## config.mk

```make
export PLATFORM = sky130hd
export DESIGN_NAME = multistart_sweep_ctrl_flat
export DESIGN_NICKNAME = d
export VERILOG_FILES = /design/src/rtl/multistart_sweep_ctrl_pkg.sv /design/src/rtl/multistart_sweep_ctrl_if.sv /design/src/rtl/multistart_sweep_ctrl_comp.sv /design/src/rtl/multistart_sweep_ctrl.sv /design/src/flat_wrapper.sv
export SDC_FILE = /design/constraint.sdc
export NUM_CORES = 1
export LEC_CHECK = 0
export ABC_AREA = 1
export ABC_CLOCK_PERIOD_IN_PS = 4300
export BUFFER_PORTS_ARGS = -buffer_cell sky130_fd_sc_hd__buf_2
export CAP_MARGIN = 0
export CORE_ASPECT_RATIO = 1.4
export CORE_UTILIZATION = 55
export DETAILED_ROUTE_END_ITERATION = 10
export PLACE_DENSITY_LB_ADDON = 0.25
export SLEW_MARGIN = 10
export SYNTH_ARGS = -nofsm -noshare
export SYNTH_HDL_FRONTEND = slang
export SYNTH_SLANG_ARGS = --single-unit
export TNS_END_PERCENT = 30
```

## constraint.sdc

```tcl
create_clock -name clk -period 4.3 [get_ports clk]
set_clock_uncertainty 0.05 [all_clocks]
set_input_delay 1.29 -clock clk [delete_from_list [all_inputs] [get_ports clk]]
set_output_delay 1.29 -clock clk [all_outputs]
set_load 0.05 [all_outputs]
```

## src/rtl/multistart_sweep_ctrl_pkg.sv

```systemverilog
// rtl/multistart_sweep_ctrl_pkg.sv - shared widths, constants and FSM encoding for the multistart sweep controller
package multistart_sweep_ctrl_pkg;

    localparam int Q_W = 32;
    localparam int Y_W = 64;
    localparam int K_W = 8;

    localparam logic [Y_W-1:0] Y_MAX = 64'h7FFF_FFFF_FFFF_FFFF;

    typedef enum logic [2:0] {
        ST_IDLE      = 3'd0,
        ST_LAUNCH    = 3'd1,
        ST_WAIT_DONE = 3'd2,
        ST_CAPTURE   = 3'd3,
        ST_RELEASE   = 3'd4,
        ST_FINISH    = 3'd5
    } sweep_state_e;

endpackage

```

## src/rtl/multistart_sweep_ctrl_if.sv

```systemverilog
// rtl/multistart_sweep_ctrl_if.sv - start/done handshake between the sweep controller and the minimiser
interface multistart_sweep_ctrl_if;
    import multistart_sweep_ctrl_pkg::*;

    logic           start_op;
    logic [Q_W-1:0] x_init;
    logic           done_op;
    logic [Q_W-1:0] x_at_min;
    logic [Y_W-1:0] y_min;

    modport master (
        output start_op,
        output x_init,
        input  done_op,
        input  x_at_min,
        input  y_min
    );

    modport slave (
        input  start_op,
        input  x_init,
        output done_op,
        output x_at_min,
        output y_min
    );

endinterface

```

## src/rtl/multistart_sweep_ctrl_comp.sv

```systemverilog
// rtl/multistart_sweep_ctrl_comp.sv - signed 64-bit strict less-than comparator
module multistart_sweep_ctrl_comp
    import multistart_sweep_ctrl_pkg::*;
(
    input  logic [Y_W-1:0] a_in,
    input  logic [Y_W-1:0] b_in,
    output logic           lt
);

    assign lt = ($signed(a_in) < $signed(b_in));

endmodule

```

## src/rtl/multistart_sweep_ctrl.sv

```systemverilog
// rtl/multistart_sweep_ctrl.sv - launches NUM_STARTS minimiser runs and keeps the lowest result, with a per-run timeout
module multistart_sweep_ctrl
    import multistart_sweep_ctrl_pkg::*;
#(
    parameter int unsigned    NUM_STARTS     = 4,
    parameter logic [Q_W-1:0] X_START        = 32'hFFFFFC00,
    parameter logic [Q_W-1:0] X_STEP         = 32'h00000200,
    parameter int unsigned    TIMEOUT_CYCLES = 4096
) (
    input  logic                 clk,
    input  logic                 rst_n,
    input  logic                 sweep_start,
    output logic                 sweep_busy,
    output logic                 sweep_done,
    output logic                 sweep_err,
    output logic                 best_valid,
    output logic [Q_W-1:0]       best_x,
    output logic [Y_W-1:0]       best_y,
    output logic [K_W-1:0]       best_idx,
    multistart_sweep_ctrl_if.master mz
);

    localparam int             T_W    = $clog2(TIMEOUT_CYCLES);
    localparam logic [T_W-1:0] T_LAST = T_W'(TIMEOUT_CYCLES - 1);
    localparam logic [K_W-1:0] K_LAST = K_W'(NUM_STARTS - 1);

    sweep_state_e   state_q;
    sweep_state_e   state_d;
    logic [K_W-1:0] k_q;
    logic [T_W-1:0] tcnt_q;
    logic           start_op_q;
    logic [Q_W-1:0] x_init_q;
    logic [Q_W-1:0] cand_x_q;
    logic [Y_W-1:0] cand_y_q;
    logic           cand_lt;
    logic           timeout_hit;

    assign mz.start_op = start_op_q;
    assign mz.x_init   = x_init_q;
    assign timeout_hit = (tcnt_q == T_LAST);

    multistart_sweep_ctrl_comp u_comp (
        .a_in (cand_y_q),
        .b_in (best_y),
        .lt   (cand_lt)
    );

    always_comb begin
        state_d = state_q;
        case (state_q)
            ST_IDLE:      if (sweep_start) state_d = ST_LAUNCH;
            ST_LAUNCH:    state_d = ST_WAIT_DONE;
            // done_op is tested first so a result arriving on the last timeout cycle still counts
            ST_WAIT_DONE: begin
                if (mz.done_op)       state_d = ST_CAPTURE;
                else if (timeout_hit) state_d = ST_FINISH;
            end
            ST_CAPTURE:   state_d = ST_RELEASE;
            ST_RELEASE: begin
                if (!mz.done_op) state_d = (k_q == K_LAST) ? ST_FINISH : ST_LAUNCH;
            end
            ST_FINISH:    state_d = ST_IDLE;
            default:      state_d = ST_IDLE;
        endcase
    end

    always_ff @(posedge clk or negedge rst_n) begin
        if (!rst_n) begin
            state_q    <= ST_IDLE;
            k_q        <= '0;
            tcnt_q     <= '0;
            start_op_q <= 1'b0;
            x_init_q   <= '0;
            cand_x_q   <= '0;
            cand_y_q   <= '0;
            sweep_busy <= 1'b0;
            sweep_done <= 1'b0;
            sweep_err  <= 1'b0;
            best_valid <= 1'b0;
            best_x     <= '0;
            best_y     <= Y_MAX;
            best_idx   <= '0;
        end else begin
            state_q    <= state_d;
            sweep_done <= 1'b0;
            case (state_q)
                ST_IDLE: begin
                    if (sweep_start) begin
                        k_q        <= '0;
                        x_init_q   <= X_START;
                        best_valid <= 1'b0;
                        best_x     <= '0;
                        best_y     <= Y_MAX;
                        best_idx   <= '0;
                        sweep_err  <= 1'b0;
                        sweep_busy <= 1'b1;
                    end
                end
                ST_LAUNCH: begin
                    start_op_q <= 1'b1;
                    tcnt_q     <= '0;
                end
                ST_WAIT_DONE: begin
                    if (mz.done_op) begin
                        cand_x_q <= mz.x_at_min;
                        cand_y_q <= mz.y_min;
                    end else if (timeout_hit) begin
                        sweep_err <= 1'b1;
                    end else begin
                        tcnt_q <= tcnt_q + 1'b1;
                    end
                end
                ST_CAPTURE: begin
                    // strict compare: an equal y keeps the earlier run
                    if (!best_valid || cand_lt) begin
                        best_x     <= cand_x_q;
                        best_y     <= cand_y_q;
                        best_idx   <= k_q;
                        best_valid <= 1'b1;
                    end
                    start_op_q <= 1'b0;
                end
                ST_RELEASE: begin
                    // holding here until done_op drops keeps start_op from rising while the minimiser sits in DONE
                    if (!mz.done_op && (k_q != K_LAST)) begin
                        k_q      <= k_q + 1'b1;
                        x_init_q <= x_init_q + X_STEP;
                    end
                end
                ST_FINISH: begin
                    start_op_q <= 1'b0;
                    sweep_done <= 1'b1;
                    sweep_busy <= 1'b0;
                end
                default: begin
                    start_op_q <= 1'b0;
                end
            endcase
        end
    end

endmodule
```

## src/flat_wrapper.sv

```systemverilog
// flat-port wrapper written by rule: the top's interface ports become plain ports
module multistart_sweep_ctrl_flat import multistart_sweep_ctrl_pkg::*;
#(
    parameter int unsigned    NUM_STARTS     = 4,
    parameter logic [Q_W-1:0] X_START        = 32'hFFFFFC00,
    parameter logic [Q_W-1:0] X_STEP         = 32'h00000200,
    parameter int unsigned    TIMEOUT_CYCLES = 4096
)
  (clk, rst_n, sweep_start, sweep_busy, sweep_done, sweep_err, best_valid, best_x, best_y, best_idx, mz_start_op, mz_x_init, mz_done_op, mz_x_at_min, mz_y_min);
  multistart_sweep_ctrl_if mz_i ();
  input  logic clk;
  input  logic rst_n;
  input  logic sweep_start;
  output logic sweep_busy;
  output logic sweep_done;
  output logic sweep_err;
  output logic best_valid;
  output logic [Q_W-1:0] best_x;
  output logic [Y_W-1:0] best_y;
  output logic [K_W-1:0] best_idx;
  output wire logic [$bits(mz_i.start_op)-1:0] mz_start_op;
  output wire logic [$bits(mz_i.x_init)-1:0] mz_x_init;
  input wire logic [$bits(mz_i.done_op)-1:0] mz_done_op;
  input wire logic [$bits(mz_i.x_at_min)-1:0] mz_x_at_min;
  input wire logic [$bits(mz_i.y_min)-1:0] mz_y_min;
  assign mz_start_op = mz_i.start_op;
  assign mz_x_init = mz_i.x_init;
  assign mz_i.done_op = mz_done_op;
  assign mz_i.x_at_min = mz_x_at_min;
  assign mz_i.y_min = mz_y_min;
  multistart_sweep_ctrl #(.NUM_STARTS(NUM_STARTS), .X_START(X_START), .X_STEP(X_STEP), .TIMEOUT_CYCLES(TIMEOUT_CYCLES)) u_core (.clk(clk), .rst_n(rst_n), .sweep_start(sweep_start), .sweep_busy(sweep_busy), .sweep_done(sweep_done), .sweep_err(sweep_err), .best_valid(best_valid), .best_x(best_x), .best_y(best_y), .best_idx(best_idx), .mz(mz_i));
endmodule
```

After elaboration in Yosys (flattened, before gate mapping):

Cells that the tools add are included.

* flip-flop bits (word level): 260
* input bits: 100
* output and inout bits: 141
* logic and storage cells: 85

* add/subtract/negate cells: 3
* order comparisons: 1
* equality and inequality tests: 16
* muxes and demuxes: 33
* reductions and logical operators: 18

Operators by type and width (count)
* 2-to-1 mux 32 bit: 4
* 2-to-1 mux 64 bit: 2
* case mux 32 bit (2 select lines): 2
* case mux 64 bit (2 select lines): 1
* < comparator 64 bit: 1
* adder 32 x 10 -> 32 bit, second input constant: 1
* case mux 8 bit (2 select lines): 2
* 2-to-1 mux 12 bit: 2
* 2-to-1 mux 8 bit: 3
* case mux 12 bit (2 select lines): 1
* 2-to-1 mux 3 bit: 5
* case mux 3 bit (5 select lines): 1
* adder 12 x 1 -> 12 bit, second input constant: 1
* equality test 12 bit, second input constant: 1
* AND reduction 3 bit: 4
* nonzero test 2 bit: 5
* adder 8 x 1 -> 8 bit, second input constant: 1
* equality test 8 x 2 -> 1 bit, second input constant: 1
* inequality test 2 bit, second input constant: 4
* inequality test 8 x 2 -> 1 bit, second input constant: 1
* case mux 1 bit (2 select lines): 4
* equality test 3 x 2 -> 1 bit, second input constant: 2
* equality test 3 bit, second input constant: 2
* 2-to-1 mux 1 bit: 6
* other kinds (10): 14

Depth between registers and ports, before layout:

* depth in word-level cells: 4
* mapped depth: 21
* gate-level depth less buffers: 20

Cells and area by module:

Synthesis repeated with hierarchy kept, for this count alone.

* cells, all modules: 1377
* area, all modules: 12293.0 µm²

Modules (own cells, without submodules)
* multistart_sweep_ctrl: times used 1, cells an instance 1108, area an instance 10632.7 µm²
* multistart_sweep_ctrl_comp: times used 1, cells an instance 269, area an instance 1660.3 µm²

Worst setup path before layout:

No wires, ideal clock.

* kind: input-to-reg
* from: input port mz_done_op
* to: register u_core.x_init_q[26], in the netlist u_core.mz.x_init[26]
* library setup time: 0.142 ns
* arrival: 2.449 ns
* required time: 4.108 ns
* path slack: 1.659 ns
* stages: 13
* buffers on the path: 1
* cell sequence: nor2_2 nand2_2 nand2_2 buf_6 nand2_2 inv_2 nand2_2 nor2_2 nand2_2 nor2_2 nand3_1 a21oi_1 o21ai_1

* cells in the longest elaborated chain, start to end: 4

RTL lines
* from (decl): line flat_wrapper.sv:23 `input wire logic [$bits(mz_i.done_op)-1:0] mz_done_op;`
* logical NOT 1 bit
* logical AND 1 bit: line multistart_sweep_ctrl.sv:125 `if (!mz.done_op && (k_q != K_LAST)) begin`
* inequality test 2 x 1 -> 1 bit (no source line)
* AND reduction 3 bit (no source line)
* to (signal assigned): line multistart_sweep_ctrl.sv:127 `x_init_q <= x_init_q + X_STEP;`
* to (decl): line multistart_sweep_ctrl.sv:32 `logic [Q_W-1:0] x_init_q;`

No other way between the ends.
A chain may end at the register's enable or synchronous reset.

Worst setup path after layout:

* from: register u_core.best_y[47]
* to: register u_core.best_idx[2]

* cells in the longest elaborated chain, start to end: 4

RTL lines
* from (decl): line multistart_sweep_ctrl.sv:18 `output logic [Y_W-1:0] best_y,`
* from (signal assigned): line multistart_sweep_ctrl.sv:117 `best_y <= cand_y_q;`
* < comparator 64 bit: line multistart_sweep_ctrl_comp.sv:10 `assign lt = ($signed(a_in) < $signed(b_in));`
* logical OR 1 bit: line multistart_sweep_ctrl.sv:115 `if (!best_valid || cand_lt) begin`
* inequality test 2 x 1 -> 1 bit (no source line)
* AND reduction 3 bit (no source line)
* to (signal assigned): line multistart_sweep_ctrl.sv:118 `best_idx <= k_q;`
* to (decl): line multistart_sweep_ctrl.sv:19 `output logic [K_W-1:0] best_idx,`

No other way between the ends.

==> metrics.sh <==
CTS_TREE='done'
SHARE_OF_THE_SYNTHESIZED_AREA_IN_THE_TOP_CELL_TYPE_PCT=37.3
FINALPOWER_uW=13400
ROWS=65
DIE_HEIGHT_UM=181
MAXIMUM_FANOUT_COUNT_ALONG_THE_CRITICAL_PATH=41
LAYOUT-AREA-OVERHEAD-VS-SYNTH_PCT=18.6
DIEAREA_UM2=23500
HTREE_LEVELS=1
POST_CTS.RESIZED_INSTANCES=0
VIAS_PER_CELL=5.22
SYNTH_CELL_TYPE_COUNT=38
LAYOUT_COMMONEST_CELL='sky130_fd_sc_hd__nand2_1'
DIEWIDTH_UM=130
MOSTFREQUENTLAYOUTCELLS='sky130_fd_sc_hd__nand2_1, sky130_fd_sc_hd__buf_2, sky130_fd_sc_hd__dfrtp_1'
SYNTH_ENABLE_FLOP_CELLS=0
R2R_CELLS=14
POSTCTSHOLDBUFS=0
STARTPOINT_TYPE='flip-flop'
NUMBER_OF_BUFFERS_CREATED_BY_CTS=26
CLASS_OF_THE_MOST_CRITICAL_HOLD_TIMING_PATH='flip-flop to flip-flop'
START_UTIL_PCT=55.9
GLOBALROUTETOTALUTIL_PCT=26.1
TIMING.CRITICAL_PATH.ARRIVAL_NS=3.70
CRITPATHKIND='flip-flop to flip-flop'
GRT.MET1_USAGE_PCT=32.4
TOP_REG_CELL_SYNTH='sky130_fd_sc_hd__dfrtp_1'
TOTAL_LEAKAGE_POWER_uW=0.00777
CTS.PATH.MAX_BUFFERS=3
SYNTH_ASYNC_SR_FLOP_SHARE_PCT=100
DETAILED_PLACE_HPWL_MM=19.9
POST-ROUTE-UTIL_PCT=66.3
SYNTH.LARGEST_AREA_CELL='sky130_fd_sc_hd__dfrtp_1'
GROUTE.LAYER.MET2.USAGE_PCT=45.5
WHS_ENDPOINT='u_core.best_x[24]'
GROUTE.LAYER.MET3.USAGE_PCT=3.46
POST_CTS_BUFFERS=0
GP_CONGESTION=0.825
ANT_NETS=0
MIN_PERIOD_NS=3.31
GRT_ANTENNA_BEFORE_REPAIR=4
GRT_START_MAX_NET_PINS=92
IO-PIN-COUNT=241
WORST_REG2REG_SETUP_SLACK_NS=0.99
POST_SYNTH.CELL_AREA_AVG_UM2=9.42
POST_SYNTH_INST_COUNT=1338
SYN_AREA_UM2=12600
FINALSETUPVIOLATIONS=0
FIN_CRIT_SH_PCT=76.9
DRT-TOTAL-WL_MM=29.5
VIA_COUNT=9817
HOLD-PATH-CELL-COUNT=2
CLKTRANSATPATHREGS_NS=0.06
SYNTH.YOSYS.SEQ_AREA_SHARE_PCT=50.5
CLKSINKCOUNT=251
CLOCK_INSERTION_DELAY_WORST_SKEW_NS=0.52
DRT_ITER0_MARKERS=402
IR_WORST_VDD_V=0.000508
FINALMAXSLEWVIOLATIONS=0
YOSYSWARNINGS=0
SYNTH_SEQ_CELLS=251
TIMING.RR.START='u_core.best_y[47]'
GRT_SETUP_UNREPAIRED='false'
DESIGN.CORE.AREA_UM2=22500
CLOCKROOTBUFFER='sky130_fd_sc_hd__clkbuf_16'
DRT_PRE_ANTENNA_ITERS=5
WIRE_LENGTH_OF_THE_FIRST_GLOBAL_ROUTING_PASS_MM=49.1
REG2REG_TO='u_core.best_idx[2]'
ROUTED_WIRE_LENGTH_PER_INSTANCE_UM=15.7
MAX_FREQ_MHz=302
POWER.DENSITY_nW_PER_UM2=900
GRT_PASS1_VIAS=10055
TIMING.CRITICAL_PATH.REQUIRED_NS=4.70
WORSTHOLDSTART='u_core.cand_x_q[24]'
RELSLEWSLACK_PCT=43.5
RUN_STATUS='completed'
GRT_OVERFLOW_TOTAL=0
LAYOUT-DRIVE-GT1-SHARE_PCT=35.1
WORSTMARGINPINSLEW_NS=0.848
PORT_BUFFERS=231
WORST_SETUP_EP_TYPE='flip-flop'
DRCVIOLATIONCOUNT=0
YOSYS-TOP-CELLS-AREA='sky130_fd_sc_hd__dfrtp_1, sky130_fd_sc_hd__dfstp_2, sky130_fd_sc_hd__nand2_1'
MAXCAPVIOLATIONS=0
HOLD_VIOL_FINAL=0
SETUP-TNS-FINAL_NS=0
GLOBAL_ROUTE.PEAK_USAGE_LAYER='met2'
NETS=1724
## Yosys cell counts, drive strengths merged, types with 4 or more instances
library cell  instances
nand2               328
dfrtp               188
inv                 136
nand3               130
mux2                 85
a21oi                67
ha                   66
nor2                 65
dfstp                63
or2                  52
buf                  38
o21ai                38
clkbuf               24
nor3                 22
nand4                 9
nor4                  5
nand3b                4
## worst max path at each step
stage	start	end	slack, ns
finish	u_core.best_y[47]	u_core.best_idx[2]	0.99
floorplan	mz_done_op	u_core.mz.x_init[26]	1.66
global route	u_core.best_y[47]	u_core.best_y[10]	0.76
detailed placement	u_core.best_y[47]	u_core.best_y[4]	1.01
CTS	u_core.best_y[47]	u_core.best_y[4]	0.97
global placement	u_core.best_y[37]	u_core.best_y[5]	1.09
## kinds of logic after synthesis
family | Yosys count | share of synthesized area (%)
simple gates | 616 | 23.3
other cells | 1 | 0.0298
xor+xnor | 3 | 0.209
fa+ha+maj | 66 | 6.55
buf+inv | 199 | 6.95
flops | 251 | 50.5
compound gates | 117 | 4.86
mux | 85 | 7.60
## power by group
group	internal [uW]	total, uW	switching [uW]
clock	1520	2440	917
sequential	3640	4400	765
combinational	2080	6610	4530
total	7230	13400	6210
## area by class of cell
type,count,area [um2]
Clock inverter,8,140
Fill cell,1858,7580
Tap cell,301,377
Clock buffer,39,801
Inverter,137,514
Sequential cell,251,6360
Multi-Input combinational cell,896,5410
Antenna cell,4,10.0
Timing Repair Buffer,246,1330
## state kept, by name, indices dropped and copies added, names as in the netlist
signal,flops
u_core.sweep_err,1
u_core.best_idx,8
u_core.best_y,64
u_core.k_q,8
u_core.best_valid,1
u_core.tcnt_q,12
u_core.sweep_done,1
u_core.sweep_busy,1
u_core.best_x,32
u_core.mz.start_op,1
u_core.cand_x_q,32
u_core.mz.x_init,23
u_core.cand_y_q,64
u_core.state_q,3
## through the flow
step	cell area (um2)	cells	hold WS [ns]	setup slack (ns)
2_1_floorplan	12600	1346	0.394	1.66
3_3_place_gp	14000	1831	0.401	1.09
3_5_place_dp	14000	1831	0.408	1.01
4_1_cts	14900	1878	0.409	0.970
5_1_grt	14900	1882	0.441	0.759
6_report	14900	1882	0.411	0.992
## critical path, stage by stage (launching register included)
cell and delay (ns):
sky130_fd_sc_hd__dfstp_2 0.55, sky130_fd_sc_hd__inv_1 0.05, sky130_fd_sc_hd__ha_1 0.28, sky130_fd_sc_hd__nand2_1 0.09, sky130_fd_sc_hd__nor4_1 0.42, sky130_fd_sc_hd__nand2_1 0.16
sky130_fd_sc_hd__nor2_1 0.15, sky130_fd_sc_hd__nand2_1 0.09, sky130_fd_sc_hd__nand2_1 0.06, sky130_fd_sc_hd__nand2_1 0.06, sky130_fd_sc_hd__nand3_2 0.08, sky130_fd_sc_hd__nand2_4 0.20
sky130_fd_sc_hd__inv_2 0.67, sky130_fd_sc_hd__nand2_1 0.19, sky130_fd_sc_hd__nand2_1 0.12
## layer usage
metal | part of all wire [%] | up-vias | wire length [um]
met4 | 3.2 | 0 | 936
li1 | - | 4759 | -
met3 | 5.0 | 55 | 1490
met2 | 51 | 274 | 15100
met5 | 0 | - | 0
met1 | 41 | 4729 | 12000
No activity file was read; power rests on OpenSTA's default activity.
